[config.mk]
export PLATFORM = sky130hd
export DESIGN_NAME = time_keeper
export DESIGN_NICKNAME = d
export VERILOG_FILES = /design/src/rtl/time_keeper.sv
export SDC_FILE = /design/constraint.sdc
export NUM_CORES = 1
export LEC_CHECK = 0
export CORE_MARGIN = 2
export CORE_UTILIZATION = 50
export CTS_CLUSTER_SIZE = 28
export DETAILED_ROUTE_END_ITERATION = 8
export PLACE_DENSITY = 0.72
export SYNTH_ARGS = -nofsm -noshare
export SYNTH_HDL_FRONTEND = slang
export SYNTH_SLANG_ARGS = --single-unit
[constraint.sdc]
create_clock -name CP -period 3.8 [get_ports CP]
set_input_delay 0.95 -clock CP [delete_from_list [all_inputs] [get_ports CP]]
set_output_delay 0.95 -clock CP [all_outputs]
set_load 0.03 [all_outputs]
[src/rtl/time_keeper.sv]
// BCD time-of-day core: 1 Hz prescaler, HH:MM:SS counting, and a key-driven
// adjust mode for hours and minutes. Feeds the alarm and calendar stages.
module time_keeper #(
    parameter int unsigned TICK_DIV = 1000
) (
    input  logic       CP,
    input  logic       nCR,
    input  logic       EN,
    input  logic       AdjMode,
    input  logic       AdjHrKey,
    input  logic       AdjMinKey,
    output logic [7:0] Hour,
    output logic [7:0] Minute,
    output logic [7:0] Second,
    output logic       Sec_Tick,
    output logic       Day_Carry
);

    typedef enum logic {RUN, ADJ} state_t;

    localparam logic [15:0] PRE_LAST = 16'(TICK_DIV - 1);

    // Returns {carry, next} for a 00..59 BCD field.
    function automatic logic [8:0] inc_bcd59(input logic [7:0] v);
        if (v[3:0] != 4'd9)      return {1'b0, v[7:4], v[3:0] + 4'd1};
        else if (v[7:4] != 4'd5) return {1'b0, v[7:4] + 4'd1, 4'd0};
        else                     return {1'b1, 8'h00};
    endfunction

    // Returns {carry, next} for a 00..23 BCD hour.
    function automatic logic [8:0] inc_hour(input logic [7:0] v);
        if (v == 8'h23)          return {1'b1, 8'h00};
        else if (v[3:0] != 4'd9) return {1'b0, v[7:4], v[3:0] + 4'd1};
        else                     return {1'b0, v[7:4] + 4'd1, 4'd0};
    endfunction

    logic mode_s1_q, mode_s2_q;
    logic hr_s1_q, hr_s2_q, hr_prev_q;
    logic min_s1_q, min_s2_q, min_prev_q;

    always_ff @(posedge CP or negedge nCR) begin
        if (!nCR) begin
            mode_s1_q  <= 1'b0;
            mode_s2_q  <= 1'b0;
            hr_s1_q    <= 1'b0;
            hr_s2_q    <= 1'b0;
            hr_prev_q  <= 1'b0;
            min_s1_q   <= 1'b0;
            min_s2_q   <= 1'b0;
            min_prev_q <= 1'b0;
        end else begin
            mode_s1_q  <= AdjMode;
            mode_s2_q  <= mode_s1_q;
            hr_s1_q    <= AdjHrKey;
            hr_s2_q    <= hr_s1_q;
            hr_prev_q  <= hr_s2_q;
            min_s1_q   <= AdjMinKey;
            min_s2_q   <= min_s1_q;
            min_prev_q <= min_s2_q;
        end
    end

    logic hr_pulse, min_pulse;
    assign hr_pulse  = hr_s2_q & ~hr_prev_q;
    assign min_pulse = min_s2_q & ~min_prev_q;

    state_t      state_q, state_d;
    logic [15:0] pre_q, pre_d;
    logic [7:0]  hour_q, hour_d, min_q, min_d, sec_q, sec_d;
    logic        tick_q, tick_d, carry_q, carry_d;
    logic [8:0]  sec_inc, min_inc, hour_inc;

    assign sec_inc  = inc_bcd59(sec_q);
    assign min_inc  = inc_bcd59(min_q);
    assign hour_inc = inc_hour(hour_q);

    always_comb begin
        state_d = state_q;
        pre_d   = pre_q;
        hour_d  = hour_q;
        min_d   = min_q;
        sec_d   = sec_q;
        tick_d  = 1'b0;
        carry_d = 1'b0;
        case (state_q)
            RUN: begin
                // Mode change wins over a tick due on the same edge.
                if (mode_s2_q) begin
                    state_d = ADJ;
                    pre_d   = '0;
                    sec_d   = 8'h00;
                end else if (EN) begin
                    if (pre_q == PRE_LAST) begin
                        pre_d  = '0;
                        tick_d = 1'b1;
                        sec_d  = sec_inc[7:0];
                        if (sec_inc[8]) min_d = min_inc[7:0];
                        if (sec_inc[8] && min_inc[8]) begin
                            hour_d  = hour_inc[7:0];
                            carry_d = hour_inc[8];
                        end
                    end else begin
                        pre_d = pre_q + 16'd1;
                    end
                end
            end
            ADJ: begin
                pre_d = '0;
                sec_d = 8'h00;
                if (!mode_s2_q) begin
                    state_d = RUN;
                end else begin
                    if (min_pulse) min_d  = min_inc[7:0];
                    if (hr_pulse)  hour_d = hour_inc[7:0];
                end
            end
            default: state_d = RUN;
        endcase
    end

    always_ff @(posedge CP or negedge nCR) begin
        if (!nCR) begin
            state_q <= RUN;
            pre_q   <= '0;
            hour_q  <= 8'h00;
            min_q   <= 8'h00;
            sec_q   <= 8'h00;
            tick_q  <= 1'b0;
            carry_q <= 1'b0;
        end else begin
            state_q <= state_d;
            pre_q   <= pre_d;
            hour_q  <= hour_d;
            min_q   <= min_d;
            sec_q   <= sec_d;
            tick_q  <= tick_d;
            carry_q <= carry_d;
        end
    end

    assign Hour      = hour_q;
    assign Minute    = min_q;
    assign Second    = sec_q;
    assign Sec_Tick  = tick_q;
    assign Day_Carry = carry_q;

endmodule

==> Flow_metrics.wiki <==
{| class="wikitable"
! Metric !! Value
|-
| # H-tree levels || 2
|-
| Crit-path slowest cell || sky130_fd_sc_hd__or4_1
|-
| Ratio of total power to cell area || 456.9 mW/mm²
|-
| Layout net count || 300
|-
| Skew-Pair Late Insertion Delay || about 0.3 ns
|-
| Number of flip-flops and latches in the synthesized netlist || 51
|-
| Root Buffer Master || sky130_fd_sc_hd__clkbuf_8
|-
| Cts hold-fix bufs || 0
|-
| Setup slack, reg-to-reg || between 1 and 1.5 ns
|-
| CP required || 4.00 ns
|-
| Sequential cell area fraction in the yosys report || 0.4990
|-
| Yosys Warn Count || 0
|-
| Layout area overhead || 19.32%
|-
| Core area || 0.005010 mm²
|-
| First-pass GRT wire length || between 8000 and 9000 µm
|-
| Post-cts sizing count || 0
|-
| CP Data Arrival Time || ~2.7 ns
|-
| Start-to-end type of the worst setup path || input port to register
|-
| Fin crit period || 2.547 ns
|-
| Total wire length after detailed routing || between 4000 and 5000 µm
|-
| Max_slew headroom || 0.5731
|-
| Reported leakage power || 1.295 nW
|-
| Initial core utilization || 0.5105
|-
| Maxcap violations || 0
|-
| Post-layout instance area || 0.003052 mm²
|-
| Starting DRC count in detailed routing || 98
|-
| Io pins || 32
|-
| Synth Area per Inst || 10.23 µm²
|-
| Stage delay of the slowest cell on the critical path || 0.56 ns
|-
| DR vias/cell || 5.387
|-
| Number of diodes added for antenna fixing || 0
|-
| Clock sinks || 51
|-
| Post-synthesis cell type count || 51
|-
| Cell depth of the worst min-delay path || 0
|-
| Fmax || 392.7 MHz
|-
| Area post-placement || 0.002953 mm²
|-
| Detailed Routing Iterations Pass 1 || 4
|-
| Prevailing post-synth register cell || sky130_fd_sc_hd__dfrtp_1
|-
| Count of antenna-violating nets left after detailed routing || 0
|-
| Period utilisation layout || 0.6702
|-
| Cell type with the highest aggregate area in the netlist || sky130_fd_sc_hd__dfrtp_1
|-
| Worst R2R Start || Second[1]
|-
| DRC violations left || 0
|-
| Postcts setup bufs || 0
|-
| Via count || 1923
|-
| Worst hold slack || 0.3567 ns
|-
| Maximum ir drop on the vdd rail || slightly below 0.5 mV
|-
| Total die area || 0.005703 mm²
|-
| Routability-driven placement congestion ratio || 0.8333
|-
| TritonCTS clock tree || built
|-
| Final worst clock skew || around 0.0034 ns
|-
| Chip height || 75.52 µm
|-
| Number of buffer cells added on primary ports || 31
|-
| Worst-case hold path end point || min_s2_q
|-
| Maximum fanout along the worst path || 8
|-
| Critical path startpoint category || input port
|-
| Row Count || 26
|-
| Gate count after technology mapping || 250
|-
| Number of nets produced by synthesis || 264
|-
| Hold Vio Cnt, Final || 0
|-
| Number of enable flip-flop cells after synthesis || 0
|-
| Final cell utilization of the core || 0.6091
|-
| Clock Path Buffers || 2
|-
| Fraction of final layout cells with drive strength greater than 1 || 0.08362
|-
| Kind of end point of the critical path || register
|-
| Slew Viols, Final || 0
|-
| Die Wd || 75.52 µm
|-
| Depth of the most critical reg-to-reg path || 5
|-
| Transition at the pin with the smallest max-transition slack || 0.6403 ns
|-
| Number of antenna violations at the first check in global routing || 0
|-
| Count of final setup violators || 0
|-
| Vias in the first global route || ~1800
|-
| Maximum number of pins on one net before global-route repair || 29
|-
| HPWL after detailed placement || approximately 3500 µm
|-
| Global router's overall resource usage || 0.1897
|-
| Setup repair after global routing missed its margin || no
|-
| Run status || completed
|-
| GR Overflow Total || 0
|-
| Reg2Reg Capture Point || Hour[6]
|-
| Area fraction of the dominant cell type after synthesis || 0.4990
|-
| Register clock-pin slew on the reported worst setup and hold paths || 0.09 ns
|-
| Path class of the lowest-slack min-delay path || register to register
|-
| TNS Setup || 0 ns
|-
| Async S/R FF share, synth || 1.000
|-
| Routed wire per std cell || 13.71 µm
|-
| Largest delay share family, worst path || compound AO/OA/AOI/OAI gates
|-
| Count of buffer and inverter cells on the critical path || 1
|-
| Beginning of the worst hold path || min_s1_q
|-
| Synthesized cell area || 0.002557 mm²
|-
| Critical-path cell list || clkdlybuf4s50_1 > nand4_1 > or4_1 > o31a_4 > a21oi_2 > o31ai_2
|-
| Synth top area cells || sky130_fd_sc_hd__dfrtp_1 50%, sky130_fd_sc_hd__nor2_1 4.5%, sky130_fd_sc_hd__ha_1 3.9%, sky130_fd_sc_hd__xnor2_1 3.4%, sky130_fd_sc_hd__xor2_1 3.1%
|-
| Number of buffers created by CTS || 5
|}
flip-flops by register name (all words and copies together), names as in the netlist, 8 cells and up:
signal	flops
Hour	8
Minute	8
Second	8
pre_q	16
through the flow:
stage,power [mW],cells,worst slack [ns]
floorplan,0.9099,250,1.379
global placement,1.065,349,0.9493
detailed placement,1.075,349,0.9257
CTS,1.408,357,1.262
global route,1.471,357,1.157
finish,1.394,357,1.253
kinds of logic after synthesis:
group | Yosys count | share of synthesized area
compound gates | 36 | 0.1047
xor+xnor | 19 | 0.06507
fa+ha+maj | 8 | 0.03914
buf+inv | 18 | 0.02691
flops | 51 | 0.4990
mux | 6 | 0.02495
simple gates | 112 | 0.2402
worst max path at each step:
stage,from,slack (ns),depth (start not counted),endpoint
2_1_floorplan,Second[1],1.38,5,Hour[6]
3_3_place_gp,EN,0.95,6,Hour[3]
3_5_place_dp,EN,0.93,6,Hour[3]
4_1_cts,EN,1.26,6,Hour[3]
5_1_grt,EN,1.16,7,pre_q[15]
6_report,EN,1.25,6,Hour[3]
Yosys cell counts, types with 2 or more instances:
cell                       number
sky130_fd_sc_hd__or4_1          3
sky130_fd_sc_hd__nand4_1        8
sky130_fd_sc_hd__nand2_1       15
sky130_fd_sc_hd__ha_1           8
sky130_fd_sc_hd__dfrtp_1       51
sky130_fd_sc_hd__a21oi_1        8
sky130_fd_sc_hd__nor3_1         7
sky130_fd_sc_hd__nor2_1        31
sky130_fd_sc_hd__o21ai_0        8
sky130_fd_sc_hd__and3b_1        2
sky130_fd_sc_hd__nor4_1         5
sky130_fd_sc_hd__a41oi_1        3
sky130_fd_sc_hd__and3_1         7
sky130_fd_sc_hd__inv_1         13
sky130_fd_sc_hd__or4bb_1        3
sky130_fd_sc_hd__mux2_2         2
sky130_fd_sc_hd__a21o_1         2
sky130_fd_sc_hd__nand3b_1       2
sky130_fd_sc_hd__clkbuf_1       4
sky130_fd_sc_hd__mux2i_1        3
sky130_fd_sc_hd__or3_1          3
sky130_fd_sc_hd__xor2_1         9
sky130_fd_sc_hd__nand3_1       13
sky130_fd_sc_hd__nor2b_1        2
sky130_fd_sc_hd__or4_4          3
sky130_fd_sc_hd__xnor2_1       10
cells in the final DEF, fill, tap and decap left out, types with 2 or more instances in the layout:
cell and n:
sky130_fd_sc_hd__nor4_1 5, sky130_fd_sc_hd__a41oi_1 3, sky130_fd_sc_hd__a21o_1 2, sky130_fd_sc_hd__dfrtp_1 51
sky130_fd_sc_hd__nor2b_1 2, sky130_fd_sc_hd__xor2_1 9, sky130_fd_sc_hd__nand4_1 8, sky130_fd_sc_hd__or4_1 3
sky130_fd_sc_hd__o21ai_0 8, sky130_fd_sc_hd__nand3_1 13, sky130_fd_sc_hd__xnor2_1 10, sky130_fd_sc_hd__clkbuf_8 6
sky130_fd_sc_hd__or4bb_1 3, sky130_fd_sc_hd__nor3_1 7, sky130_fd_sc_hd__ha_1 8, sky130_fd_sc_hd__nor2_1 31
sky130_fd_sc_hd__inv_1 13, sky130_fd_sc_hd__buf_4 3, sky130_fd_sc_hd__or4_4 3, sky130_fd_sc_hd__and3b_1 2
sky130_fd_sc_hd__nand3b_1 2, sky130_fd_sc_hd__and3_1 7, sky130_fd_sc_hd__clkdlybuf4s50_1 30, sky130_fd_sc_hd__a21oi_1 8
sky130_fd_sc_hd__or3_1 3, sky130_fd_sc_hd__nand2_1 15, sky130_fd_sc_hd__mux2i_1 3, sky130_fd_sc_hd__mux2_2 2
final cells by class:
class | instances | area [µm²]
inverters | 13 | 48.80
clock buffers | 6 | 82.58
flip-flops and latches | 51 | 1276
clock inverters | 2 | 16.27
repair buffers | 34 | 327.8
multi-input cells | 181 | 1212
well taps | 70 | 87.58
fillers | 473 | 1958
where the power goes:
group          internal (mW)  leakage, nW  switching, mW
Combinational          0.164        0.579          0.220
Sequential             0.598        0.669         0.0827
Clock                  0.149       0.0474          0.181
Total                  0.911         1.30          0.484
layer usage:
layer / vias to the layer above / track usage / share of wire
met4: 0 / 0.07018 / 0.016
met3: 8 / 0.04101 / 0.029
met1: 907 / 0.2654 / 0.49
li1: 973 / - / -
met5: - / 0 / 0
met2: 35 / 0.2918 / 0.47
(Power assumes the default switching activity.)
